--- config.mk ---
export PLATFORM = sky130hd
export DESIGN_NAME = serial_row_loader_flat
export DESIGN_NICKNAME = d
export VERILOG_FILES = /design/src/rtl/serial_row_loader_if.sv /design/src/rtl/serial_row_loader.sv /design/src/flat_wrapper.sv
export SDC_FILE = /design/constraint.sdc
export NUM_CORES = 1
export LEC_CHECK = 0
export ABC_AREA = 1
export BUFFER_PORTS_ARGS = -buffer_cell sky130_fd_sc_hd__buf_2
export CORE_AREA = 2 2 245 247
export CTS_CLUSTER_SIZE = 40
export DETAILED_ROUTE_END_ITERATION = 7
export DIE_AREA = 0 0 247 249
export SYNTH_ARGS = -nofsm -noshare
export SYNTH_HDL_FRONTEND = slang
export SYNTH_SLANG_ARGS = --single-unit
--- constraint.sdc ---
create_clock -name CLK -period 3.3 [get_ports CLK]
set_clock_uncertainty 0.15 [all_clocks]
set_input_delay 0.33 -clock CLK [delete_from_list [all_inputs] [get_ports CLK]]
set_output_delay 0.33 -clock CLK [all_outputs]
set_load 0.005 [all_outputs]
--- src/rtl/serial_row_loader_if.sv ---
// serial_row_loader_if: control, serial input, word write and row output bundle.
// master drives the load controls and bitstream, slave is the loader.
interface serial_row_loader_if #(
  parameter int WORD_W       = 16,
  parameter int MAX_FEATURES = 15,
  parameter int ADDR_WIDTH   = 12,
  parameter int ROW_W        = WORD_W*(MAX_FEATURES+1),
  parameter int COL_W        = 4
);
  logic                  start;
  logic [COL_W-1:0]      feat;
  logic [ADDR_WIDTH-1:0] data_points;
  logic                  S;
  logic                  S_EN;
  logic                  wr_en;
  logic [ADDR_WIDTH-1:0] wr_row;
  logic [COL_W-1:0]      wr_col;
  logic [WORD_W-1:0]     wr_data;
  logic                  row_valid;
  logic [ROW_W-1:0]      row_data;
  logic                  busy;
  logic                  done_;
  logic                  err;

  modport master (
    output start, feat, data_points, S, S_EN,
    input  wr_en, wr_row, wr_col, wr_data,
    input  row_valid, row_data, busy, done_, err
  );

  modport slave (
    input  start, feat, data_points, S, S_EN,
    output wr_en, wr_row, wr_col, wr_data,
    output row_valid, row_data, busy, done_, err
  );
endinterface

--- src/rtl/serial_row_loader.sv ---
// serial_row_loader: LSB-first bitstream to WORD_W words, rows of feat+1 words.
// Define SERIAL_PARITY_EN for a trailing even-parity bit per word driving err.
module serial_row_loader #(
  parameter int WORD_W       = 16,
  parameter int MAX_FEATURES = 15,
  parameter int ADDR_WIDTH   = 12,
  parameter int ROW_W        = WORD_W*(MAX_FEATURES+1),
  parameter int COL_W        = 4
) (
  input logic CLK,
  input logic RST,
  serial_row_loader_if.slave bus
);

`ifdef SERIAL_PARITY_EN
  localparam int NBITS = WORD_W + 1;
`else
  localparam int NBITS = WORD_W;
`endif
  localparam int BCW = $clog2(NBITS + 1);
  localparam logic [BCW-1:0] LAST_BIT = BCW'(NBITS - 1);
  localparam logic [COL_W-1:0] FMAX = COL_W'(MAX_FEATURES);

  typedef enum logic [1:0] {
    IDLE,
    LOAD,
    DONE
  } state_t;

  state_t state;
  state_t state_nx;

  logic [COL_W-1:0]      feat_q;
  logic [COL_W-1:0]      col;
  logic [ADDR_WIDTH-1:0] dp_q;
  logic [ADDR_WIDTH-1:0] row;
  logic [BCW-1:0]        bitcnt;
  logic [WORD_W-1:0]     shreg;
  logic [ROW_W-1:0]      rowbuf;
  logic [ROW_W-1:0]      merged;
  logic                  word_full;
  logic                  last_word;

  logic                  wr_en_q;
  logic [ADDR_WIDTH-1:0] wr_row_q;
  logic [COL_W-1:0]      wr_col_q;
  logic [WORD_W-1:0]     wr_data_q;
  logic                  row_valid_q;
  logic [ROW_W-1:0]      row_data_q;
  logic                  busy_c;
  logic                  done_c;

  logic                  accept;
  logic                  take;
  logic [COL_W-1:0]      feat_cl;
  logic                  is_last;

  assign accept  = bus.start && (state != LOAD);
  // no bits are consumed once the final word of the dataset is assembled
  assign take    = (state == LOAD) && bus.S_EN && !last_word;
  assign feat_cl = (bus.feat > FMAX) ? FMAX : bus.feat;
  assign is_last = (row == dp_q) && (col == '0);

  always_ff @(posedge CLK or negedge RST) begin
    if (!RST) begin
      state <= IDLE;
    end else begin
      state <= state_nx;
    end
  end

  always_comb begin
    state_nx = state;
    unique case (state)
      IDLE:    if (bus.start) state_nx = LOAD;
      LOAD:    if (wr_en_q && last_word) state_nx = DONE;
      DONE:    if (bus.start) state_nx = LOAD;
      default: state_nx = IDLE;
    endcase
  end

  always_comb begin
    busy_c = 1'b0;
    done_c = 1'b0;
    unique case (state)
      LOAD:    busy_c = 1'b1;
      DONE:    done_c = 1'b1;
      default: ;
    endcase
  end

  always_comb begin
    merged = rowbuf;
    merged[int'(col)*WORD_W +: WORD_W] = shreg;
  end

  always_ff @(posedge CLK or negedge RST) begin
    if (!RST) begin
      feat_q      <= '0;
      col         <= '0;
      dp_q        <= '0;
      row         <= '0;
      bitcnt      <= '0;
      shreg       <= '0;
      rowbuf      <= '0;
      word_full   <= 1'b0;
      last_word   <= 1'b0;
      wr_en_q     <= 1'b0;
      wr_row_q    <= '0;
      wr_col_q    <= '0;
      wr_data_q   <= '0;
      row_valid_q <= 1'b0;
      row_data_q  <= '0;
    end else begin
      wr_en_q     <= 1'b0;
      row_valid_q <= 1'b0;
      word_full   <= 1'b0;
      if (accept) begin
        feat_q    <= feat_cl;
        dp_q      <= bus.data_points;
        col       <= feat_cl;
        row       <= '0;
        bitcnt    <= '0;
        rowbuf    <= '0;
        last_word <= 1'b0;
      end else begin
        if (take) begin
          for (int i = 0; i < WORD_W; i++) begin
            if (bitcnt == BCW'(i)) shreg[i] <= bus.S;
          end
          if (bitcnt == LAST_BIT) begin
            bitcnt    <= '0;
            word_full <= 1'b1;
            if (is_last) last_word <= 1'b1;
          end else begin
            bitcnt <= bitcnt + 1'b1;
          end
        end
        // shreg may already take bit 0 of the next word on this edge
        if (word_full) begin
          wr_en_q   <= 1'b1;
          wr_row_q  <= row;
          wr_col_q  <= col;
          wr_data_q <= shreg;
          if (col == '0) begin
            row_valid_q <= 1'b1;
            row_data_q  <= merged;
            rowbuf      <= '0;
            col         <= feat_q;
            if (!last_word) row <= row + 1'b1;
          end else begin
            rowbuf <= merged;
            col    <= col - 1'b1;
          end
        end
      end
    end
  end

`ifdef SERIAL_PARITY_EN
  logic err_q;

  always_ff @(posedge CLK or negedge RST) begin
    if (!RST) begin
      err_q <= 1'b0;
    end else if (accept) begin
      err_q <= 1'b0;
    end else if (take && (bitcnt == LAST_BIT) && (bus.S != ^shreg)) begin
      err_q <= 1'b1;
    end
  end

  assign bus.err = err_q;
`else
  assign bus.err = 1'b0;
`endif

  assign bus.wr_en     = wr_en_q;
  assign bus.wr_row    = wr_row_q;
  assign bus.wr_col    = wr_col_q;
  assign bus.wr_data   = wr_data_q;
  assign bus.row_valid = row_valid_q;
  assign bus.row_data  = row_data_q;
  assign bus.busy      = busy_c;
  assign bus.done_     = done_c;

endmodule

--- src/flat_wrapper.sv ---
// flat-port wrapper written by rule: the top's interface ports become plain ports
module serial_row_loader_flat 
#(
  parameter int WORD_W       = 16,
  parameter int MAX_FEATURES = 15,
  parameter int ADDR_WIDTH   = 12,
  parameter int ROW_W        = WORD_W*(MAX_FEATURES+1),
  parameter int COL_W        = 4
)
  (CLK, RST, bus_start, bus_feat, bus_data_points, bus_S, bus_S_EN, bus_wr_en, bus_wr_row, bus_wr_col, bus_wr_data, bus_row_valid, bus_row_data, bus_busy, bus_done_, bus_err);
  serial_row_loader_if #(.WORD_W(WORD_W), .MAX_FEATURES(MAX_FEATURES), .ADDR_WIDTH(ADDR_WIDTH), .ROW_W(ROW_W), .COL_W(COL_W)) bus_i ();
  input logic CLK;
  input logic RST;
  input wire logic [$bits(bus_i.start)-1:0] bus_start;
  input wire logic [$bits(bus_i.feat)-1:0] bus_feat;
  input wire logic [$bits(bus_i.data_points)-1:0] bus_data_points;
  input wire logic [$bits(bus_i.S)-1:0] bus_S;
  input wire logic [$bits(bus_i.S_EN)-1:0] bus_S_EN;
  output wire logic [$bits(bus_i.wr_en)-1:0] bus_wr_en;
  output wire logic [$bits(bus_i.wr_row)-1:0] bus_wr_row;
  output wire logic [$bits(bus_i.wr_col)-1:0] bus_wr_col;
  output wire logic [$bits(bus_i.wr_data)-1:0] bus_wr_data;
  output wire logic [$bits(bus_i.row_valid)-1:0] bus_row_valid;
  output wire logic [$bits(bus_i.row_data)-1:0] bus_row_data;
  output wire logic [$bits(bus_i.busy)-1:0] bus_busy;
  output wire logic [$bits(bus_i.done_)-1:0] bus_done_;
  output wire logic [$bits(bus_i.err)-1:0] bus_err;
  assign bus_i.start = bus_start;
  assign bus_i.feat = bus_feat;
  assign bus_i.data_points = bus_data_points;
  assign bus_i.S = bus_S;
  assign bus_i.S_EN = bus_S_EN;
  assign bus_wr_en = bus_i.wr_en;
  assign bus_wr_row = bus_i.wr_row;
  assign bus_wr_col = bus_i.wr_col;
  assign bus_wr_data = bus_i.wr_data;
  assign bus_row_valid = bus_i.row_valid;
  assign bus_row_data = bus_i.row_data;
  assign bus_busy = bus_i.busy;
  assign bus_done_ = bus_i.done_;
  assign bus_err = bus_i.err;
  serial_row_loader #(.WORD_W(WORD_W), .MAX_FEATURES(MAX_FEATURES), .ADDR_WIDTH(ADDR_WIDTH), .ROW_W(ROW_W), .COL_W(COL_W)) u_core (.CLK(CLK), .RST(RST), .bus(bus_i));
endmodule
==> reports/results.ini, run 1 <==
[outcome]
outcome = finished, final reports clean

[global_route]
grt_max_degree = 220
grt_usage_pct = 25.91
overflow = 0
grt_pass1_wl_um = 124000
grt_pass1_vias = 21340
antenna_found_initial = 0

[critical_path]
cp_num_buf_inv = 1
cp_slowest_cell = dfrtp_1
crit_fanout = 18
arrival_ns = 3.46
end_kind = flip-flop
cp-start-kind = flip-flop
crit_type = flip-flop to flip-flop
crit_family = simple AND/OR/NAND/NOR gates
max_stage_delay_ns = 0.50
crit_required_ns = 3.67
path_cells = inv_2, ha_1, nor2_1, nand4_4, nor2_4, nand2_2, nand2_1, nand3_1, nand2_1
crit_path_frequent_cell = nand2_1

[yosys]
ys_top_cells_by_area = dfrtp_1, nand2_1, o21ai_0
ys.flop_type = dfrtp_1
postSynthCellCount = 3159
synth_area_sq_um = 26330
synth_fp_nets = 3190
ys_seq_area_share_pct = 57.32
syn_avg_cell_area_sq_um = 8.334
async_flop_share_pct = 100.0
yosysMostFrequentCell = nand2_1
synth_cell_types = 39
synth_common_cells = nand2_1, dfrtp_1, o21ai_0
synth_top_cell_area_share_pct = 57.32
ys.warnings.count = 0
synth-edff-count = 0
ys_seq_elements = 603
yosysTopAreaCell = dfrtp_1

[sta]
max_freq_ghz = 0.3239
setup_viol = 0
relSlewSlack_pct = 17.94
slew_violations = 0
finalHoldViolCount = 0
min_period_over_period_pct = 93.57
rsz0062_at_grt = false
fin_crit_ns = 3.088
setup_tns_ns = 0
worstMarginPinSlew_ns = 1.231

[route]
first_pass_iters = 6
route.detailed.wl_per_inst_um = 18.92
drtIter0Drc = 2206
drc = 0
vias = 22650
routed_wl_um = 80180
viasPerCell = 5.343
ant_nets = 0

[cells_and_area]
area_delta_synth_final_pct = 17.93
nFillCells = 5519
drive_above_1_share_pct = 14.75
antenna-diode-count = 0
final_nets = 3450
final_cells = 4238

[floorplan]
die_x_um = 247
start_util_pct = 44.86
fp.dieH_um = 249
num_rows = 89
core-area_sq_um = 58690
io_pins = 314
die_area_sq_um = 61500

[clock_network]
cts_tree = built
cts_root_buf = clkbuf_16
worstSkewPairLatency_ns = 0.60
cts.clk_slew.worst_paths_ns = 0.06
cts_resized = 0
htreeDepth = 3
cts_buffer_depth = 3
cts_buffers = 68
cts.sinks = 603

[pwr]
p_leak_uw = 0.01542
power.density_nw_per_um2 = 755.0
ir_worst_vdd_uv = 436.1

[placement]
gp_congestion = 0.8729
place_hpwl_um = 54810
io_buffers = 312
dp.cells = 4102

[hold_path]
hp-class = input pin to flip-flop

[job]
drv_cap = 0

final timing paths:
check                                    startpoint                        to  slack [ns]  cells past startpoint
setup / recovery                      u_core.col[0]        u_core.rowbuf[207]        0.21                      9
hold / removal                             bus_S_EN          u_core.last_word        0.04                      7
setup reg to reg                      u_core.col[0]        u_core.rowbuf[207]        0.21                      9
hold reg to reg            u_core.bus.row_data[206]  u_core.bus.row_data[206]        0.32                      2
max in group asynchronous                       RST   u_core.bus.row_data[78]        1.78                      3
min in group asynchronous                       RST  u_core.bus.row_data[138]        0.19                      2
per-stage QoR:
stage / utilization (%) / total power [uW] / hold slack (ns) / worst slack (ns) / cell area [sq um]
3_5_place_dp: 48.69 / 15680 / 0.2339 / 0.1534 / 28570
5_1_grt: 52.90 / 24660 / 0.07787 / 0.0005160 / 31050
6_report: 52.90 / 23440 / 0.03786 / 0.2122 / 31050
4_1_cts: 52.88 / 23490 / 0.01257 / 0.1524 / 31030
2_1_floorplan: - / 13070 / -0.1156 / 0.7298 / 26330
3_3_place_gp: 48.69 / 15560 / 0.2240 / 0.2651 / 28570
cell families (layout without fill, tap and decap cells):
family	Yosys count	in the layout	share of synthesized area, %
AND/OR/NAND/NOR	1507	1508	23.45
buffers and inverters	382	687	6.031
flip-flops	603	603	57.32
adder cells (fa/ha/maj)	10	10	0.4753
AO/OA/AOI/OAI	649	649	12.48
other	1	1	0.01424
XOR/XNOR	7	7	0.2329
registers in the layout, summed over array words and instances (netlist names):
signal                count
u_core.row               12
u_core.bitcnt             5
u_core.bus.wr_row        12
u_core.bus.wr_en          1
u_core.rowbuf           256
u_core.last_word          1
u_core.bus.wr_data       16
u_core.state              2
u_core.bus.row_valid      1
u_core.bus.row_data     256
u_core.feat_q             4
u_core.bus.wr_col         4
u_core.col                4
u_core.dp_q              12
u_core.word_full          1
u_core.shreg             16
worst reg2reg max path, cell delays in order, from the launching register on:
cell and delay [ns]:
dfrtp_1 0.50, inv_2 0.07, ha_1 0.41, nor2_1 0.42
nand4_4 0.33, nor2_4 0.43, nand2_2 0.34, nand2_1 0.20
nand3_1 0.08, nand2_1 0.10
placed cells by master (no fill, tap or decap), drive strengths merged, types with 3 or more instances in the layout:
cell / synthesis / routed
xnor2: 4 / 4
clkinvlp: 0 / 3
dlygate4sd3: 0 / 19
nor2: 132 / 133
clkinv: 2 / 9
nand3: 186 / 186
bufinv: 0 / 6
o211ai: 3 / 3
a21oi: 22 / 22
o21ai: 604 / 604
o22ai: 7 / 7
ha: 10 / 10
nand2: 1136 / 1136
a31oi: 11 / 11
nand4: 35 / 35
nor3: 12 / 12
buf: 104 / 367
clkbuf: 93 / 98
inv: 183 / 185
dfrtp: 603 / 603
xor2: 3 / 3
nor4: 5 / 5
repair_timing:
item,CTS,global route
endpoints found under the setup margin,0,40
endpoints found under the hold margin,91,0
setup buffers,0,0
hold buffers,19,0
per-layer routing:
| layer | up-vias | wire length (um) | global-route usage, % |
|---|---|---|---|
| met3 | 153 | 5317 | 3.728 |
| met4 | 0 | 2998 | 10.09 |
| li1 | 10730 | - | - |
| met1 | 10950 | 35860 | 37.76 |
| met2 | 820 | 36000 | 39.07 |
| met5 | - | 0 | 0 |
final cells by class:
type	count	area (sq um)	area share (%)
inverter	185	708.2	2.281
multi-input combinational	2175	9671	31.15
tap	773	967.2	3.115
clock buffer	98	2018	6.501
clock inverter	18	255.2	0.8222
timing repair buffer	386	2337	7.528
sequential	603	15090	48.60
power by group:
part | leakage [uW] | total [uW] | internal, uW | switching, uW
clock network | 0.00111 | 7740 | 4710 | 3040
logic | 0.00636 | 6880 | 1690 | 5190
registers | 0.00795 | 8810 | 8150 | 661
No activity file was read; power rests on OpenSTA's default activity.
==> inputs of run 2 (changes only) <==
--- a/config.mk
+++ b/config.mk
@@ -7,10 +7,11 @@
 export LEC_CHECK = 0
 export ABC_AREA = 1
 export BUFFER_PORTS_ARGS = -buffer_cell sky130_fd_sc_hd__buf_2
-export CORE_AREA = 2 2 245 247
+export CORE_AREA = 2 2 260 262
+export CTS_CLUSTER_DIAMETER = 60
 export CTS_CLUSTER_SIZE = 40
 export DETAILED_ROUTE_END_ITERATION = 7
-export DIE_AREA = 0 0 247 249
+export DIE_AREA = 0 0 262 264
 export SYNTH_ARGS = -nofsm -noshare
 export SYNTH_HDL_FRONTEND = slang
 export SYNTH_SLANG_ARGS = --single-unit
==> run 2 against run 1 <==
Against the previous run:
- flip-flop and latch count did not move
- clock-buffer cell count fell by 49
- fmax rose by 4.3%
- final cell count rose by 1.7%
- utilization fell by 7.1 points
- cell area fell by 1.7%
- first-iteration DRC count rose by 1.0%
- critical path depth rose by 2
- non-clock buffer count rose by 9
- critical path type unchanged
- critical endpoint is now u_core.rowbuf[238]
- largest cell class unchanged
==> reports/results.ini, run 2 (synthesis gave the netlist of run 1 again) <==
[sta]
setup_tns_ns = 0  ; unchanged
min_period_over_period_pct = 89.70  ; -3.9 points
setup_viol = 0  ; unchanged
worstMarginPinSlew_ns = 0.6546  ; -0.5763 ns
max_freq_ghz = 0.3378  ; +4.3%
fin_crit_ns = 2.960  ; -0.1278 ns
slew_violations = 0  ; unchanged
rsz0062_at_grt = false
finalHoldViolCount = 0  ; unchanged
relSlewSlack_pct = 56.36  ; +38 points

[hold_path]
hp-class = input pin to async pin

[route]
routed_wl_um = 81820  ; +2.1%
drtIter0Drc = 2228  ; +1.0%
vias = 22040  ; -2.7%
drc = 0  ; unchanged
first_pass_iters = 5  ; -1
viasPerCell = 5.117  ; -4.2%
route.detailed.wl_per_inst_um = 18.99  ; +0.39%
ant_nets = 0  ; unchanged

[clock_network]
cts_tree = built
worstSkewPairLatency_ns = 0.61  ; about the same
cts.sinks = 603  ; unchanged
cts_buffers = 43  ; -37%
cts_buffer_depth = 3  ; unchanged
htreeDepth = 2  ; -1
cts_setup_buffers = 0  ; unchanged
cts_root_buf = clkbuf_16
cts.clk_slew.worst_paths_ns = 0.09  ; +0.03 ns

[pwr]
power.density_nw_per_um2 = 707.3  ; -6.3%
p_int_uw = 12720  ; -13%
p_seq_share_pct = 40.7  ; +3.1 points
p_clk_share_pct = 26.9  ; -6.1 points
switching_share_pct = 41.08  ; +3.2 points
p_comb_share_pct = 32.4  ; +3.0 points
ir_worst_vdd_uv = 597.7  ; +37%
p_leak_uw = 0.01510  ; -2.1%
switching_power_uw = 8866  ; -0.23%

[floorplan]
num_rows = 95  ; +6.7%
fp.dieH_um = 264  ; +6.0%
die_x_um = 262  ; +6.1%
die_area_sq_um = 69170  ; +12%
core-area_sq_um = 66560  ; +13%
start_util_pct = 39.55  ; -5.3 points
io_pins = 314  ; unchanged

[placement]
place_hpwl_um = 56670  ; +3.4%
io_buffers = 312  ; unchanged
gp_congestion = 0.8727  ; about the same
post_dp_cell_area_sq_um = 28810  ; +0.82%

[cells_and_area]
antenna-diode-count = 0  ; unchanged
area_delta_synth_final_pct = 15.92
drive_above_1_share_pct = 14.32  ; -0.42 points
nFillCells = 6503  ; +18%
fin_area_sq_um = 30520  ; -1.7%
final_nets = 3433  ; -0.49%
final_common_cell = nand2_1
mostFrequentLayoutCells = nand2_1, dfrtp_1, o21ai_0, buf_2, nand3_1

[global_route]
overflow = 0  ; unchanged
grt_pass1_wl_um = 125900  ; +1.5%
antenna_found_initial = 0  ; unchanged
grt_usage_pct = 23.60  ; -2.3 points
grt_pass1_vias = 20650  ; -3.2%
grt_max_degree = 114  ; -48%

[critical_path]
end_kind = flip-flop
crit_type = flip-flop to flip-flop
crit_fanout = 25  ; +7
arrival_ns = 3.35  ; -0.11 ns
crit_required_ns = 3.69  ; +0.02 ns
cp-start-kind = flip-flop

[job]
drv_cap = 0  ; unchanged

[outcome]
outcome = finished, final reports clean

run 2: cell count changes in the layout (fill, tap and decap cells not counted), moves of 2 or more:
cell / previous run / this run
clkbuf_1: 13 / 2
clkinv_4: 0 / 2
buf_4: 42 / 46
bufinv_16: 6 / 2
clkbuf_16: 71 / 45
buf_12: 13 / 17
clkbuf_8: 14 / 2
clkinv_8: 0 / 6
inv_12: 0 / 3
inv_8: 1 / 5
run 2: critical path: stages (launching register included):
cell and delay [ns]:
dfrtp_1 0.43, nor2_1 0.20, nand2_1 0.17, inv_1 0.09, ha_1 0.25, inv_2 0.22
nand2_2 0.15, nor2_4 0.47, inv_1 0.25, o21ai_0 0.34, nand2_1 0.09, nand2_1 0.07
run 2: timing repair:
action,4_1_cts,5_1_grt
endpoints found under the setup margin,0,11
hold endpoints to repair,385,0
hold buffers,20,0
gates resized for setup,0,1
run 2: power by group through the flow:
stage	registers, uW	logic (uW)	clock network (uW)
4_1_cts	8770	6950	5950
6_report	8780	7000	5800
3_5_place_dp	8910	6900	0
3_3_place_gp	8890	6870	0
5_1_grt	8860	7770	6220
2_1_floorplan	8660	4410	0
run 2: per-stage QoR:
stage          power, uW  utilization (%)  std cells  setup WS (ns)  hold slack [ns]
2_1_floorplan      13070                -       3159         0.7298          -0.1156
3_3_place_gp       15770            43.28       4210         0.3487           0.1366
3_5_place_dp       15810            43.28       4210         0.2978           0.1351
4_1_cts            21660            45.84       4308         0.2562          0.08229
5_1_grt            22850            45.85       4308        0.06061           0.1044
6_report           21580            45.85       4308         0.3400          0.09554
run 2: final cells by class:
class	count	area (sq um)	area share [%]
multi-input combinational	2174	9662	31.66
clock buffer	49	1161	3.805
timing repair buffer	395	2457	8.052
tap	873	1092	3.579
inverter	185	708.2	2.321
sequential	603	15090	49.45
clock inverter	29	346.6	1.136
run 2: final timing paths:
check	startpoint	endpoint	slack [ns]	depth (start not counted)
worst max-delay path	u_core.col[1]	u_core.rowbuf[238]	0.34	11
worst min-delay path	RST	u_core.bus.row_data[176]	0.1	2
worst max register to register	u_core.col[1]	u_core.rowbuf[238]	0.34	11
worst min register to register	u_core.bus.row_data[90]	u_core.bus.row_data[90]	0.33	2
max in group asynchronous	RST	u_core.bus.row_data[90]	1.88	4
min in group CLK	bus_data_points[10]	u_core.dp_q[10]	0.32	4
run 2: metal layers:
layer	global-route usage, %	wire length, um
met4	5.772	2013
met3	4.817	6265
met1	35.32	37520
met5	0	0
met2	34.96	36020
